===== config.mk =====
export PLATFORM = sky130hd
export DESIGN_NAME = multicycle_memory_interface_flat
export DESIGN_NICKNAME = d
export VERILOG_FILES = /design/src/rtl/multicycle_memory_interface_pkg.sv /design/src/rtl/multicycle_memory_interface_if.sv /design/src/rtl/multicycle_memory_interface_memory_lane_aligner.sv /design/src/rtl/multicycle_memory_interface.sv /design/src/flat_wrapper.sv
export SDC_FILE = /design/constraint.sdc
export NUM_CORES = 1
export LEC_CHECK = 0
export CELL_PAD_IN_SITES_DETAIL_PLACEMENT = 2
export CELL_PAD_IN_SITES_GLOBAL_PLACEMENT = 2
export CORE_MARGIN = 1.5
export CORE_UTILIZATION = 29
export CTS_BUF_LIST = sky130_fd_sc_hd__clkbuf_16
export CTS_CLUSTER_SIZE = 25
export DETAILED_ROUTE_END_ITERATION = 16
export DONT_BUFFER_PORTS = 1
export PLACE_DENSITY_LB_ADDON = 0.1
export SETUP_SLACK_MARGIN = 0.5
export SYNTH_ARGS = -nofsm -noshare
export SYNTH_HDL_FRONTEND = slang
export SYNTH_SLANG_ARGS = --single-unit

===== constraint.sdc =====
create_clock -name clock -period 6.7 [get_ports clock]
set_input_delay 1.34 -clock clock [delete_from_list [all_inputs] [get_ports clock]]
set_output_delay 1.34 -clock clock [all_outputs]
set_load 0.01 [all_outputs]

===== src/rtl/multicycle_memory_interface_pkg.sv =====
// multicycle_memory_interface_pkg: format codes, error causes and FSM states for the data-side bus adapter
package multicycle_memory_interface_pkg;
  localparam logic [2:0] FMT_B  = 3'b000;
  localparam logic [2:0] FMT_H  = 3'b001;
  localparam logic [2:0] FMT_W  = 3'b010;
  localparam logic [2:0] FMT_BU = 3'b100;
  localparam logic [2:0] FMT_HU = 3'b101;
  localparam logic [1:0] ERR_OK         = 2'b00;
  localparam logic [1:0] ERR_MISALIGNED = 2'b01;
  localparam logic [1:0] ERR_TIMEOUT    = 2'b10;
  localparam logic [1:0] ERR_FORMAT     = 2'b11;
  typedef enum logic [1:0] {IDLE, ACCESS_LO, ACCESS_HI, RESPOND} state_t;
  function automatic logic fmt_legal(input logic [2:0] f);
    return f inside {FMT_B, FMT_H, FMT_W, FMT_BU, FMT_HU};
  endfunction
  function automatic logic [2:0] fmt_size(input logic [2:0] f);
    return f[1] ? 3'd4 : f[0] ? 3'd2 : 3'd1;
  endfunction
  function automatic logic [3:0] size_mask(input logic [2:0] f);
    return f[1] ? 4'b1111 : f[0] ? 4'b0011 : 4'b0001;
  endfunction
endpackage


===== src/rtl/multicycle_memory_interface_if.sv =====
// multicycle_memory_interface_if: core load/store port and system data bus bundled together
interface multicycle_memory_interface_if;
  logic        core_request, core_write, core_busy, core_done;
  logic [2:0]  core_format;
  logic [31:0] core_address, core_write_data, core_read_data;
  logic [1:0]  core_error_cause;
  logic [31:0] bus_address, bus_read_data, bus_write_data;
  logic [3:0]  bus_byte_enable;
  logic        bus_read_enable, bus_write_enable, bus_ready;
  modport slave (
    input  core_request, core_write, core_format, core_address, core_write_data, bus_read_data, bus_ready,
    output core_read_data, core_busy, core_done, core_error_cause,
           bus_address, bus_write_data, bus_byte_enable, bus_read_enable, bus_write_enable
  );
  modport master (
    output core_request, core_write, core_format, core_address, core_write_data, bus_read_data, bus_ready,
    input  core_read_data, core_busy, core_done, core_error_cause,
           bus_address, bus_write_data, bus_byte_enable, bus_read_enable, bus_write_enable
  );
endinterface


===== src/rtl/multicycle_memory_interface_memory_lane_aligner.sv =====
// memory_lane_aligner: lane enables and write data for both halves of an access, plus load assembly/extension
module memory_lane_aligner
  import multicycle_memory_interface_pkg::*;
(
  input  logic [2:0]  fmt,
  input  logic [1:0]  off,
  input  logic [31:0] wdata,
  input  logic [31:0] lo,
  input  logic [31:0] hi,
  output logic [3:0]  be_lo,
  output logic [3:0]  be_hi,
  output logic [31:0] wd_lo,
  output logic [31:0] wd_hi,
  output logic [31:0] rdata,
  output logic        crosses
);
  logic [7:0]  be_wide;
  logic [63:0] wd_wide, pair;
  logic [31:0] sh;
  // shifting into a double-width vector yields the lo half and the spill into the hi word at once
  always_comb begin
    be_wide = {4'b0000, size_mask(fmt)} << off;
    wd_wide = {32'b0, wdata} << {off, 3'b000};
    pair    = {hi, lo} >> {off, 3'b000};
    sh      = pair[31:0];
    be_lo   = be_wide[3:0];
    be_hi   = be_wide[7:4];
    wd_lo   = wd_wide[31:0];
    wd_hi   = wd_wide[63:32];
    rdata   = fmt[1] ? sh
            : fmt[0] ? {{16{sh[15] & ~fmt[2]}}, sh[15:0]}
            : {{24{sh[7] & ~fmt[2]}}, sh[7:0]};
    crosses = ({1'b0, off} + fmt_size(fmt)) > 3'd4;
  end
endmodule


===== src/rtl/multicycle_memory_interface.sv =====
// multicycle_memory_interface: variable-latency data bus adapter with split misaligned accesses and bus timeout
module multicycle_memory_interface
  import multicycle_memory_interface_pkg::*;
#(
  parameter bit ALLOW_MISALIGNED = 1'b1,
  parameter int TIMEOUT_CYCLES   = 15
) (
  input logic clock,
  input logic reset,
  multicycle_memory_interface_if.slave mif
);
  localparam int CW = TIMEOUT_CYCLES > 1 ? $clog2(TIMEOUT_CYCLES) : 1;
  state_t state, state_n;
  logic [31:0] addr_q, wdata_q, lo_q, rdata_q, rd_lo;
  logic [2:0]  fmt_q;
  logic        wr_q, acc, expire, req_cross, crosses;
  logic [1:0]  cause_q, cause_n;
  logic [CW-1:0] cnt;
  logic [3:0]  be_lo, be_hi;
  logic [31:0] wd_lo, wd_hi, rd;
  assign acc       = state == ACCESS_LO || state == ACCESS_HI;
  assign expire    = TIMEOUT_CYCLES != 0 && cnt == CW'(TIMEOUT_CYCLES - 1);
  assign req_cross = ({1'b0, mif.core_address[1:0]} + fmt_size(mif.core_format)) > 3'd4;
  assign rd_lo     = state == ACCESS_LO ? mif.bus_read_data : lo_q;
  memory_lane_aligner u_aligner (
    .fmt(fmt_q), .off(addr_q[1:0]), .wdata(wdata_q), .lo(rd_lo), .hi(mif.bus_read_data),
    .be_lo(be_lo), .be_hi(be_hi), .wd_lo(wd_lo), .wd_hi(wd_hi), .rdata(rd), .crosses(crosses)
  );
  always_comb begin
    state_n = state;
    cause_n = cause_q;
    unique case (state)
      IDLE: if (mif.core_request) begin
        cause_n = !fmt_legal(mif.core_format) ? ERR_FORMAT
                : (req_cross && !ALLOW_MISALIGNED) ? ERR_MISALIGNED : ERR_OK;
        state_n = cause_n == ERR_OK ? ACCESS_LO : RESPOND;
      end
      ACCESS_LO: if (mif.bus_ready) state_n = crosses ? ACCESS_HI : RESPOND;
        else if (expire) begin
          state_n = RESPOND;
          cause_n = ERR_TIMEOUT;
        end
      ACCESS_HI: if (mif.bus_ready || expire) begin
        state_n = RESPOND;
        cause_n = mif.bus_ready ? ERR_OK : ERR_TIMEOUT;
      end
      RESPOND: state_n = IDLE;
    endcase
  end
  // bus side is driven purely from state and latched request, never from live core inputs
  assign mif.bus_address      = acc ? {addr_q[31:2], 2'b00} + (state == ACCESS_HI ? 32'd4 : 32'd0) : '0;
  assign mif.bus_byte_enable  = acc ? (state == ACCESS_HI ? be_hi : be_lo) : '0;
  assign mif.bus_write_data   = acc && wr_q ? (state == ACCESS_HI ? wd_hi : wd_lo) : '0;
  assign mif.bus_read_enable  = acc && !wr_q;
  assign mif.bus_write_enable = acc && wr_q;
  assign mif.core_busy        = state != IDLE;
  assign mif.core_done        = state == RESPOND;
  assign mif.core_read_data   = rdata_q;
  assign mif.core_error_cause = cause_q;
  always_ff @(posedge clock or posedge reset) begin
    if (reset) begin
      state   <= IDLE;
      addr_q  <= '0;
      wdata_q <= '0;
      fmt_q   <= '0;
      wr_q    <= 1'b0;
      lo_q    <= '0;
      rdata_q <= '0;
      cause_q <= ERR_OK;
      cnt     <= '0;
    end else begin
      state   <= state_n;
      cause_q <= cause_n;
      cnt     <= state_n != state ? '0 : cnt + 1'b1;
      if (state == IDLE && mif.core_request) begin
        addr_q  <= mif.core_address;
        wdata_q <= mif.core_write_data;
        fmt_q   <= mif.core_format;
        wr_q    <= mif.core_write;
      end
      if (state == ACCESS_LO && mif.bus_ready) lo_q <= mif.bus_read_data;
      if (acc && mif.bus_ready && state_n == RESPOND && !wr_q) rdata_q <= rd;
    end
  end
endmodule


===== src/flat_wrapper.sv =====
// flat-port wrapper written by rule: the top's interface ports become plain ports
module multicycle_memory_interface_flat import multicycle_memory_interface_pkg::*;
#(
  parameter bit ALLOW_MISALIGNED = 1'b1,
  parameter int TIMEOUT_CYCLES   = 15
)
  (clock, reset, mif_core_request, mif_core_write, mif_core_format, mif_core_address, mif_core_write_data, mif_bus_read_data, mif_bus_ready, mif_core_read_data, mif_core_busy, mif_core_done, mif_core_error_cause, mif_bus_address, mif_bus_write_data, mif_bus_byte_enable, mif_bus_read_enable, mif_bus_write_enable);
  multicycle_memory_interface_if mif_i ();
  input logic clock;
  input logic reset;
  input wire logic [$bits(mif_i.core_request)-1:0] mif_core_request;
  input wire logic [$bits(mif_i.core_write)-1:0] mif_core_write;
  input wire logic [$bits(mif_i.core_format)-1:0] mif_core_format;
  input wire logic [$bits(mif_i.core_address)-1:0] mif_core_address;
  input wire logic [$bits(mif_i.core_write_data)-1:0] mif_core_write_data;
  input wire logic [$bits(mif_i.bus_read_data)-1:0] mif_bus_read_data;
  input wire logic [$bits(mif_i.bus_ready)-1:0] mif_bus_ready;
  output wire logic [$bits(mif_i.core_read_data)-1:0] mif_core_read_data;
  output wire logic [$bits(mif_i.core_busy)-1:0] mif_core_busy;
  output wire logic [$bits(mif_i.core_done)-1:0] mif_core_done;
  output wire logic [$bits(mif_i.core_error_cause)-1:0] mif_core_error_cause;
  output wire logic [$bits(mif_i.bus_address)-1:0] mif_bus_address;
  output wire logic [$bits(mif_i.bus_write_data)-1:0] mif_bus_write_data;
  output wire logic [$bits(mif_i.bus_byte_enable)-1:0] mif_bus_byte_enable;
  output wire logic [$bits(mif_i.bus_read_enable)-1:0] mif_bus_read_enable;
  output wire logic [$bits(mif_i.bus_write_enable)-1:0] mif_bus_write_enable;
  assign mif_i.core_request = mif_core_request;
  assign mif_i.core_write = mif_core_write;
  assign mif_i.core_format = mif_core_format;
  assign mif_i.core_address = mif_core_address;
  assign mif_i.core_write_data = mif_core_write_data;
  assign mif_i.bus_read_data = mif_bus_read_data;
  assign mif_i.bus_ready = mif_bus_ready;
  assign mif_core_read_data = mif_i.core_read_data;
  assign mif_core_busy = mif_i.core_busy;
  assign mif_core_done = mif_i.core_done;
  assign mif_core_error_cause = mif_i.core_error_cause;
  assign mif_bus_address = mif_i.bus_address;
  assign mif_bus_write_data = mif_i.bus_write_data;
  assign mif_bus_byte_enable = mif_i.bus_byte_enable;
  assign mif_bus_read_enable = mif_i.bus_read_enable;
  assign mif_bus_write_enable = mif_i.bus_write_enable;
  multicycle_memory_interface #(.ALLOW_MISALIGNED(ALLOW_MISALIGNED), .TIMEOUT_CYCLES(TIMEOUT_CYCLES)) u_core (.clock(clock), .reset(reset), .mif(mif_i));
endmodule

==> flow_summary.yaml, run 1 <==
critical_path:
  path_max_fanout: 19
  critPathMaxStageDelay_ns: 0.80
  startpoint_type: "flip-flop"
  cp_cell_sequence: "inv_1, ha_1, buf_4, nor2_1, o21ai_0, a21boi_0"
  arrival_ns: 3.14
  endpoint_kind: "output port"
  crit_slowest_cell: "nor2_1"
  crit_required_ns: 5.36
  crit_type: "flip-flop to output port"
timing:
  finalCriticalPeriod_ns: 4.48
  finalHoldViolations: 0
  timing.final.crit_share_pct: 66.9
  max_freq_mhz: 223
  setup_viol: 0
  fin_ws_ns: 2.22
  rsz0062_at_grt: "no"
  worstMarginPinSlew_ns: 1.04
  finalMaxSlewViolations: 0
  finalClockSkew_ns: 0.0143
  tns_ns: 0
  relSlewSlack_pct: 30.6
power_and_ir_drop:
  p_leak_nw: 3.68
  ir_worst_vdd_mv: 0.164
  power.density_mw_per_mm2: 586
drt:
  route.detailed.drc: 0
  vias_per_cell: 5.38
  wl_mm: 27.7
  dr.pass1.iters: 4
  antenna_left: 0
  drt-initial-drc-count: 219
  drt-wirelength-per-cell_microns: 23.5
  num_vias: 6333
cells_and_area:
  nets: 891
  multi_input_area_sq_mm: 0.00455
  drive_gt1_share_pct: 23.4
  register_area_sq_mm: 0.00351
  fill_cells: 3075
  syn2layout_area_growth_pct: 10.1
clocking:
  clock-sinks: 140
  clk_latency_ns: 0.43
  ctsHtreeMaxLevel: 4
  cts_made_buffers: 17
  clockBufferDepth: 2
  cts_setup_buffers: 0
  postCtsHoldBufs: 0
  clkSlewWorstSetupHoldPaths_ns: 0.06
  postCtsResizedCells: 0
  cts-root-buf: "clkbuf_16"
  cts_tree: "built"
die:
  ios: 210
  die_h_microns: 173
  start_util_pct: 29.3
  die_w_microns: 173
  rows: 62
  fp.coreArea_sq_mm: 0.0286
  die_area_sq_mm: 0.0300
logic_synthesis:
  synthesis.area_sq_mm: 0.00840
  yosysUniqueCellTypes: 54
  avgSynthCellArea_sq_um: 10.4
  synth_edf_count: 0
  yosysSeqAreaShare_pct: 41.7
  synthFlopType: "dfrtp_1"
  synth.ff_latch_count: 140
  synth_cells: 808
  yosysWarnings: 0
  synthArstFlopShare_pct: 100
worst_hold_path:
  hold_path_class: "flip-flop to flip-flop"
global_routing:
  grt_max_degree: 91
  grt_usage_pct: 18.7
  antenna_found_initial: 8
  grt_pass1_vias: 7001
  overflow: 0
  grt_pass1_wl_mm: 43.1
place:
  post-dp-hpwl_mm: 19.8
  portBuffers: 0
  place_worst_setup_slack_ns: 2.59
  gp_congestion: 0.756
run_status:
  outcome: "finished, final reports clean"
job:
  maxCapViolCount: 0
-- sequential cells by signal, summed over array words and instances (netlist names) --
signal and count:
u_core.fmt_q 3, u_core.mif.core_read_data 32, u_core.cnt 4, u_core.state 2, u_core.lo_q 32, u_core.addr_q 32
u_core.wdata_q 32, u_core.mif.core_error_cause 2, u_core.wr_q 1
-- Yosys cell counts, types with 4 or more instances --
cell type / count / share of area, %
a211oi_1: 14 / 1.3
a21oi_1: 47 / 2.8
a221oi_1: 9 / 0.94
a22o_1: 16 / 1.7
a22oi_1: 10 / 0.89
a31oi_1: 9 / 0.67
and2_1: 31 / 2.3
and3_1: 5 / 0.37
and4_1: 8 / 0.83
buf_1: 8 / 0.36
buf_2: 22 / 1.3
buf_4: 8 / 0.72
clkbuf_1: 27 / 1.2
dfrtp_1: 140 / 42
ha_1: 10 / 1.5
inv_1: 11 / 0.49
mux2_2: 119 / 16
mux2i_1: 47 / 5.6
mux4_2: 8 / 2.1
nand2_1: 56 / 2.5
nand3_1: 10 / 0.60
nand4_1: 8 / 0.60
nor2_1: 61 / 2.7
nor2b_1: 4 / 0.30
nor3_1: 9 / 0.54
o211ai_1: 11 / 0.98
o21ai_0: 30 / 1.8
o22ai_1: 9 / 0.67
xnor2_1: 23 / 2.4
xor2_1: 5 / 0.52
-- critical path, delay by kind of cell (launching register included) --
| family | cells | cell delay [ns] |
|---|---|---|
| adders and majority gates | 1 | 0.25 |
| DFF | 1 | 0.45 |
| buffers and inverters | 2 | 0.36 |
| AOI/OAI and AO/OA | 2 | 0.83 |
| and+or+nand+nor | 1 | 0.80 |
-- through the flow --
| stage | cells | cell area [sq um] | hold slack (ns) | power (W) | util (%) |
|---|---|---|---|---|---|
| 6_report | 1177 | 9250 | 0.506 | 0.00542 | 32.3 |
| 5_1_grt | 1174 | 9240 | 0.516 | 0.00585 | 32.3 |
| 4_1_cts | 1173 | 9240 | 0.508 | 0.00552 | 32.3 |
| 3_5_place_dp | 1141 | 8690 | 0.494 | 0.00457 | 30.3 |
| 3_3_place_gp | 1141 | 8690 | 0.469 | 0.00444 | 30.3 |
| 2_1_floorplan | 809 | 8400 | 0.453 | 0.00377 | - |
-- cells in the final DEF (no fill, tap or decap), types with 10 or more instances in the layout --
master	instances
a22o_1	16
clkbuf_16	17
nor2_1	61
a21oi_1	47
mux2_2	119
a211oi_1	14
dfrtp_1	138
a22oi_1	10
buf_4	14
and2_1	31
nand3_1	10
inv_1	12
nand2_1	55
o21ai_0	30
xnor2_1	23
o211ai_1	11
mux2i_1	47
-- layout make-up --
type	count	area share, %
tap	384	5.19
multi-input combinational	591	49.1
timing repair buffer	14	1.14
sequential	140	37.9
antenna	4	0.108
inverter	12	0.541
clock inverter	15	1.37
clock buffer	17	4.60
-- power by group --
part           internal, W  switching, W  total, W
Sequential         0.00127      0.000460   0.00173
Combinational      0.00116       0.00161   0.00277
Clock             0.000510      0.000407  0.000917
Total              0.00294       0.00248   0.00542
-- cells by family after synthesis --
group / count (synthesis) / synth area share [%]
AO/OA/AOI/OAI: 169 / 13.3
XOR/XNOR: 29 / 3.11
adder cells (fa/ha/maj): 11 / 1.73
buffers and inverters: 78 / 4.26
flip-flops: 140 / 41.7
multiplexers: 174 / 23.7
other: 1 / 0.0447
AND/OR/NAND/NOR: 206 / 12.1
-- worst paths after layout --
kind	startpoint	endpoint	slack, ns	depth (start not counted)
worst max register to register	u_core.fmt_q[1]	u_core.mif.core_read_data[10]	2.62	9
worst max-delay path	u_core.state[0]	mif_bus_byte_enable[1]	2.22	6
worst min register to register	u_core.lo_q[27]	u_core.lo_q[27]	0.51	1
max in group asynchronous	reset	u_core.addr_q[0]	4.42	2
min in group asynchronous	reset	u_core.lo_q[31]	0.93	1
worst min-delay path	u_core.lo_q[27]	u_core.lo_q[27]	0.51	1
-- metal layers --
layer | vias to the layer above | GRT usage [%] | part of all wire [%]
li1 | 2873 | - | -
met1 | 3252 | 22.7 | 43
met2 | 167 | 31.3 | 48
met3 | 35 | 6.38 | 7.1
met4 | 6 | 5.51 | 1.6
met5 | - | 0 | 0.17
Power figures use the tool's default switching activity.
==> inputs of run 2 (changes only) <==
==> constraint.sdc (replaced) <==
create_clock -name clock -period 3.75 [get_ports clock]
set_input_delay 0.75 -clock clock [delete_from_list [all_inputs] [get_ports clock]]
set_output_delay 0.75 -clock clock [all_outputs]
set_load 0.01 [all_outputs]
==> run 2 against run 1 <==
Against the previous run:
- clock skew decreased by 0.0053 ns
- routed wire length increased by 2.3%
- count of clock-buffer cells in the layout unchanged
- critical endpoint is now mif_bus_write_data[31]
==> flow_summary.yaml, run 2 (synthesized netlist as in run 1, its figures left out) <==
run_status:
  outcome: "finished, final reports clean"
power_and_ir_drop:
  power.total_w: 0.0103
  p_leak_nw: 3.89
  ir_worst_vdd_mv: 0.348
  power.density_mw_per_mm2: 1060
timing:
  rsz0062_at_grt: "yes"
  finalCriticalPeriod_ns: 3.15
  fin_hold_ws_ns: 0.353
  setup_viol: 0
  timing.final.crit_share_pct: 84.1
  finalHoldViolations: 0
  max_freq_mhz: 317
  finalMaxSlewViolations: 0
  relSlewSlack_pct: 35.5
  worstMarginPinSlew_ns: 0.967
  tns_ns: 0
  finalClockSkew_ns: 0.00900
critical_path:
  endpoint_kind: "output port"
  crit_type: "flip-flop to output port"
  startpoint_type: "flip-flop"
  r2r-end: "u_core.mif.core_read_data[13]"
  r2r_slack_ns: 0.80
  arrival_ns: 2.40
  path_max_fanout: 8
  r2r.worst_path.cells: 10
  crit_required_ns: 3.00
  rr_startpoint: "u_core.fmt_q[1]"
cells_and_area:
  nets: 918
  final_cell_count_no_fill: 1203
  most-common-layout-cells: "dfrtp_1 (136), mux2_2 (119), nor2_1 (60), nand2_1 (55)"
  syn2layout_area_growth_pct: 15.0
  drive_gt1_share_pct: 28.2
  fill_cells: 3055
  multi_input_area_sq_mm: 0.00464
  fin_util_pct: 33.7
  register_area_sq_mm: 0.00351
  final_common_cell: "dfrtp_1"
die:
  die_h_microns: 173
  die_w_microns: 173
  fp.coreArea_sq_mm: 0.0286
  die_area_sq_mm: 0.0300
  rows: 62
  ios: 210
  start_util_pct: 29.3
global_routing:
  overflow: 0
  antenna_found_initial: 5
  grt_usage_pct: 19.3
  grt_max_degree: 97
  grt_pass1_vias: 7330
  grt_pass1_wl_mm: 44.6
drt:
  drt-initial-drc-count: 294
  drt-wirelength-per-cell_microns: 23.5
  wl_mm: 28.3
  vias_per_cell: 5.37
  route.detailed.drc: 0
  dr.pass1.iters: 4
  num_vias: 6462
  antenna_left: 0
worst_hold_path:
  hold_path_class: "input pin to async pin"
clocking:
  cts-root-buf: "clkbuf_16"
  clkSlewWorstSetupHoldPaths_ns: 0.06
  clockBufferDepth: 2
  clk_latency_ns: 0.43
  clock-sinks: 140
  postCtsHoldBufs: 0
  cts_tree: "built"
  cts_made_buffers: 17
  ctsHtreeMaxLevel: 4
place:
  post-dp-hpwl_mm: 20.4
  portBuffers: 0
  dp_cells: 1161
  gp_congestion: 0.799
job:
  maxCapViolCount: 0
## run 2: area by class of cell
| type | count | share of cell area [%] |
|---|---|---|
| antenna | 3 | 0.0777 |
| clock buffer | 17 | 4.40 |
| clock inverter | 15 | 2.29 |
| inverter | 12 | 0.505 |
| multi-input combinational | 592 | 48.1 |
| sequential | 140 | 36.4 |
| tap | 384 | 4.97 |
| timing repair buffer | 40 | 3.28 |
## run 2: critical path, cell delays in order, from the launching register on
cell	delay, ns
dfrtp_1	0.36
inv_2	0.06
buf_4	0.13
buf_4	0.14
ha_1	0.31
nand2_1	0.12
or2_2	0.41
nor3_1	0.27
buf_4	0.17
## run 2: where the power goes
part | leakage [nW] | internal, W | switching, W | total [W]
clock | 0.317 | 0.00118 | 0.000693 | 0.00187
sequential | 1.67 | 0.00228 | 0.000836 | 0.00312
combinational | 1.91 | 0.00229 | 0.00300 | 0.00529
## run 2: how the worst max path moves through the flow
stage | startpoint | endpoint | slack, ns | cells after the start
2_1_floorplan | u_core.state[0] | mif_bus_address[28] | 0.87 | 10
4_1_cts | u_core.state[0] | mif_bus_address[18] | 0.52 | 9
3_5_place_dp | u_core.state[0] | mif_bus_address[18] | 0.53 | 9
6_report | u_core.state[0] | mif_bus_write_data[31] | 0.60 | 8
5_1_grt | u_core.state[0] | mif_bus_write_data[25] | 0.47 | 8
3_3_place_gp | u_core.state[0] | mif_bus_address[12] | 0.60 | 9
## run 2: metal layers
| metal | vias up | global-route usage (%) | routed length, microns |
|---|---|---|---|
| met4 | 4 | 6.16 | 562 |
| met3 | 42 | 6.84 | 2030 |
| met1 | 3307 | 23.3 | 12000 |
| li1 | 2924 | - | - |
| met2 | 185 | 32.1 | 13700 |
| met5 | - | 0 | 26 |
## run 2: through the flow
step	area (sq um)	worst slack, ns
3_5_place_dp	8850	0.531
5_1_grt	9650	0.474
2_1_floorplan	8410	0.871
6_report	9660	0.598
3_3_place_gp	8850	0.596
4_1_cts	9580	0.515
## run 2: what timing repair did
| action | in CTS | in global routing |
|---|---|---|
| gates resized for setup | 18 | 10 |
| endpoints found under the setup margin | 39 | 22 |
| setup buffers | 2 | 4 |
| pin swaps | 3 | 2 |
| gates cloned | 1 | 0 |
==> inputs of run 3 (changes only) <==
==> constraint.sdc (replaced) <==
create_clock -name clock -period 2.76 [get_ports clock]
set_input_delay 0.552 -clock clock [delete_from_list [all_inputs] [get_ports clock]]
set_output_delay 0.552 -clock clock [all_outputs]
set_load 0.01 [all_outputs]
==> run 3 against run 2 <==
Against the previous run:
- the run now ends with negative setup slack left
- critical path depth rose by 2
- register-to-register slack got worse by 0.97 ns
- non-clock buffer count rose by 97
- clock power rose by 36%
- critical path type unchanged
- critical endpoint is now mif_bus_address[12]
- largest power group unchanged
==> flow_summary.yaml, run 3 (synthesized netlist as in run 1, its figures left out) <==
global_routing:
  grt_pass1_wl_mm: 49.0
  antenna_found_initial: 9
  overflow: 0
  grt_usage_pct: 21.3
  grt_max_degree: 141
  grt_pass1_vias: 7900
drt:
  route.detailed.drc: 0
  topRoutingLayerUsed: "met5"
  dr_wl_met2_mm: 17.4
  wl_met3_mm: 1.90
  drt-initial-drc-count: 225
  num_vias: 7001
  vias_per_cell: 5.39
  wl_met1_mm: 13.2
  drt-wirelength-per-cell_microns: 25.6
  dr.pass1.iters: 4
  wl_mm: 33.2
  antenna_left: 0
power_and_ir_drop:
  power.total_w: 0.0183
  switching_share_pct: 43.9
  p_seq_share_pct: 23.3
  power.density_mw_per_mm2: 1510
  ir_worst_vdd_mv: 0.543
  p_int_w: 0.0103
  pwr-share-comb_pct: 62.8
  p_sw_w: 0.00805
  p_leak_nw: 4.85
  clockPowerShare_pct: 13.9
critical_path:
  cp_common_cell: "ha_4"
  critPathMaxStageDelay_ns: 0.40
  path_max_fanout: 6
  crit_type: "flip-flop to output port"
  startpoint_type: "flip-flop"
  crit_slowest_cell: "dfrtp_1"
  r2r-end: "u_core.mif.core_read_data[31]"
  r2r.worst_path.cells: 15
  worstSetupEndpoint: "mif_bus_address[12]"
  crit_path_start: "u_core.state[0]"
  endpoint_kind: "output port"
  arrival_ns: 2.52
  rr_startpoint: "u_core.state[1]"
  r2r_slack_ns: -0.17
  cp_cell_sequence: "inv_2, ha_4, ha_4, ha_4, and3_4, and4_4, buf_12, and4_4, xor2_1, and2_4"
  crit_required_ns: 2.21
cells_and_area:
  fill_cells: 2858
  most-common-layout-cells: "dfrtp_1 (137), mux2_2 (118), buf_4 (86), nor2_1 (40)"
  register_area_sq_mm: 0.00351
  syn2layout_area_growth_pct: 44.1
  multi_input_area_sq_mm: 0.00585
  final_cell_count_no_fill: 1299
  stdcell_area_sq_mm: 0.0121
  drive_gt1_share_pct: 55.6
  final_common_cell: "dfrtp_1"
  nets: 1014
place:
  dp_cells: 1202
  gp_congestion: 0.799
  place_area_sq_mm: 0.00936
  portBuffers: 0
  post-dp-hpwl_mm: 20.2
timing:
  finalCriticalPeriod_ns: 3.07
  finalClockSkew_ns: 0.0106
  worstMarginPinSlew_ns: 0.888
  finalHoldViolations: 0
  timing.final.crit_share_pct: 111
  finalMaxSlewViolations: 0
  rsz0062_at_grt: "yes"
  fin_ws_ns: -0.309
  relSlewSlack_pct: 40.8
  setup_viol: 72
  max_freq_mhz: 326
  fin_hold_ws_ns: 0.140
  tns_ns: -8.77
die:
  start_util_pct: 29.3
  ios: 210
  fp.coreArea_sq_mm: 0.0286
  die_w_microns: 173
  die_area_sq_mm: 0.0300
  die_h_microns: 173
  rows: 62
clocking:
  clkSlewWorstSetupHoldPaths_ns: 0.07
  cts_made_buffers: 17
  cts-root-buf: "clkbuf_16"
  clockBufferDepth: 2
  cts_tree: "built"
  ctsHtreeMaxLevel: 4
  clk_latency_ns: 0.43
  clock-sinks: 140
  postCtsHoldBufs: 0
worst_hold_path:
  hold_path_class: "input pin to async pin"
run_status:
  failed_checks: "negative setup slack"
  outcome: "finished, violations left"
job:
  maxCapViolCount: 0
==> run 3: layer usage <==
| layer | global-route usage [%] | up-vias |
|---|---|---|
| met4 | 6.09 | 10 |
| met3 | 5.91 | 50 |
| met2 | 38.0 | 184 |
| met5 | 0 | - |
| li1 | - | 3108 |
| met1 | 24.8 | 3649 |
==> run 3: worst max-delay path: cells and delay by family, from the launching register on <==
kind	cells	cell delay, ns
xor+xnor	1	0.16
fa+ha+maj	3	0.42
buf+inv	2	0.23
flops	1	0.40
simple gates	4	0.87
==> run 3: per-stage QoR <==
| stage | setup WS [ns] | utilization, % |
|---|---|---|
| 5_1_grt | -0.395 | 42.2 |
| 3_3_place_gp | 0.0426 | 32.7 |
| 4_1_cts | -0.291 | 39.0 |
| 2_1_floorplan | 0.269 | - |
| 6_report | -0.309 | 42.3 |
| 3_5_place_dp | 0.00433 | 32.7 |
==> run 3: area by class of cell <==
cell class | count | area share [%]
tap | 384 | 3.97
sequential | 140 | 29.0
clock buffer | 17 | 3.52
clock inverter | 15 | 1.63
inverter | 12 | 0.455
multi-input combinational | 591 | 48.3
timing repair buffer | 137 | 13.1
antenna | 3 | 0.0620
==> run 3: timing repair <==
action                                  in CTS  in global routing
setup buffers                               33                 14
endpoints found under the setup margin     104                139
pin swaps                                   50                 27
cloned                                       9                  6
resized for setup                          187                130
==> run 3: power by group through the flow <==
| stage | sequential [W] | clock, W | combinational, W |
|---|---|---|---|
| final | 0.00427 | 0.00255 | 0.0115 |
| after global placement | 0.00402 | 0 | 0.00761 |
| after CTS | 0.00417 | 0.00259 | 0.00996 |
| after detailed placement | 0.00412 | 0 | 0.00788 |
| after global routing | 0.00441 | 0.00269 | 0.0123 |
| after floorplan | 0.00379 | 0 | 0.00556 |
==> run 3: how the worst min path moves through the flow <==
| stage | from | endpoint | slack [ns] |
|---|---|---|---|
| after floorplan | u_core.cnt[0] | u_core.cnt[0] | 0.45 |
| after global placement | u_core.cnt[0] | u_core.cnt[0] | 0.47 |
| after detailed placement | u_core.cnt[0] | u_core.cnt[0] | 0.49 |
| after CTS | mif_core_write_data[0] | u_core.wdata_q[0] | 0.25 |
| after global routing | reset | u_core.lo_q[26] | 0.23 |
| final | reset | u_core.lo_q[27] | 0.14 |
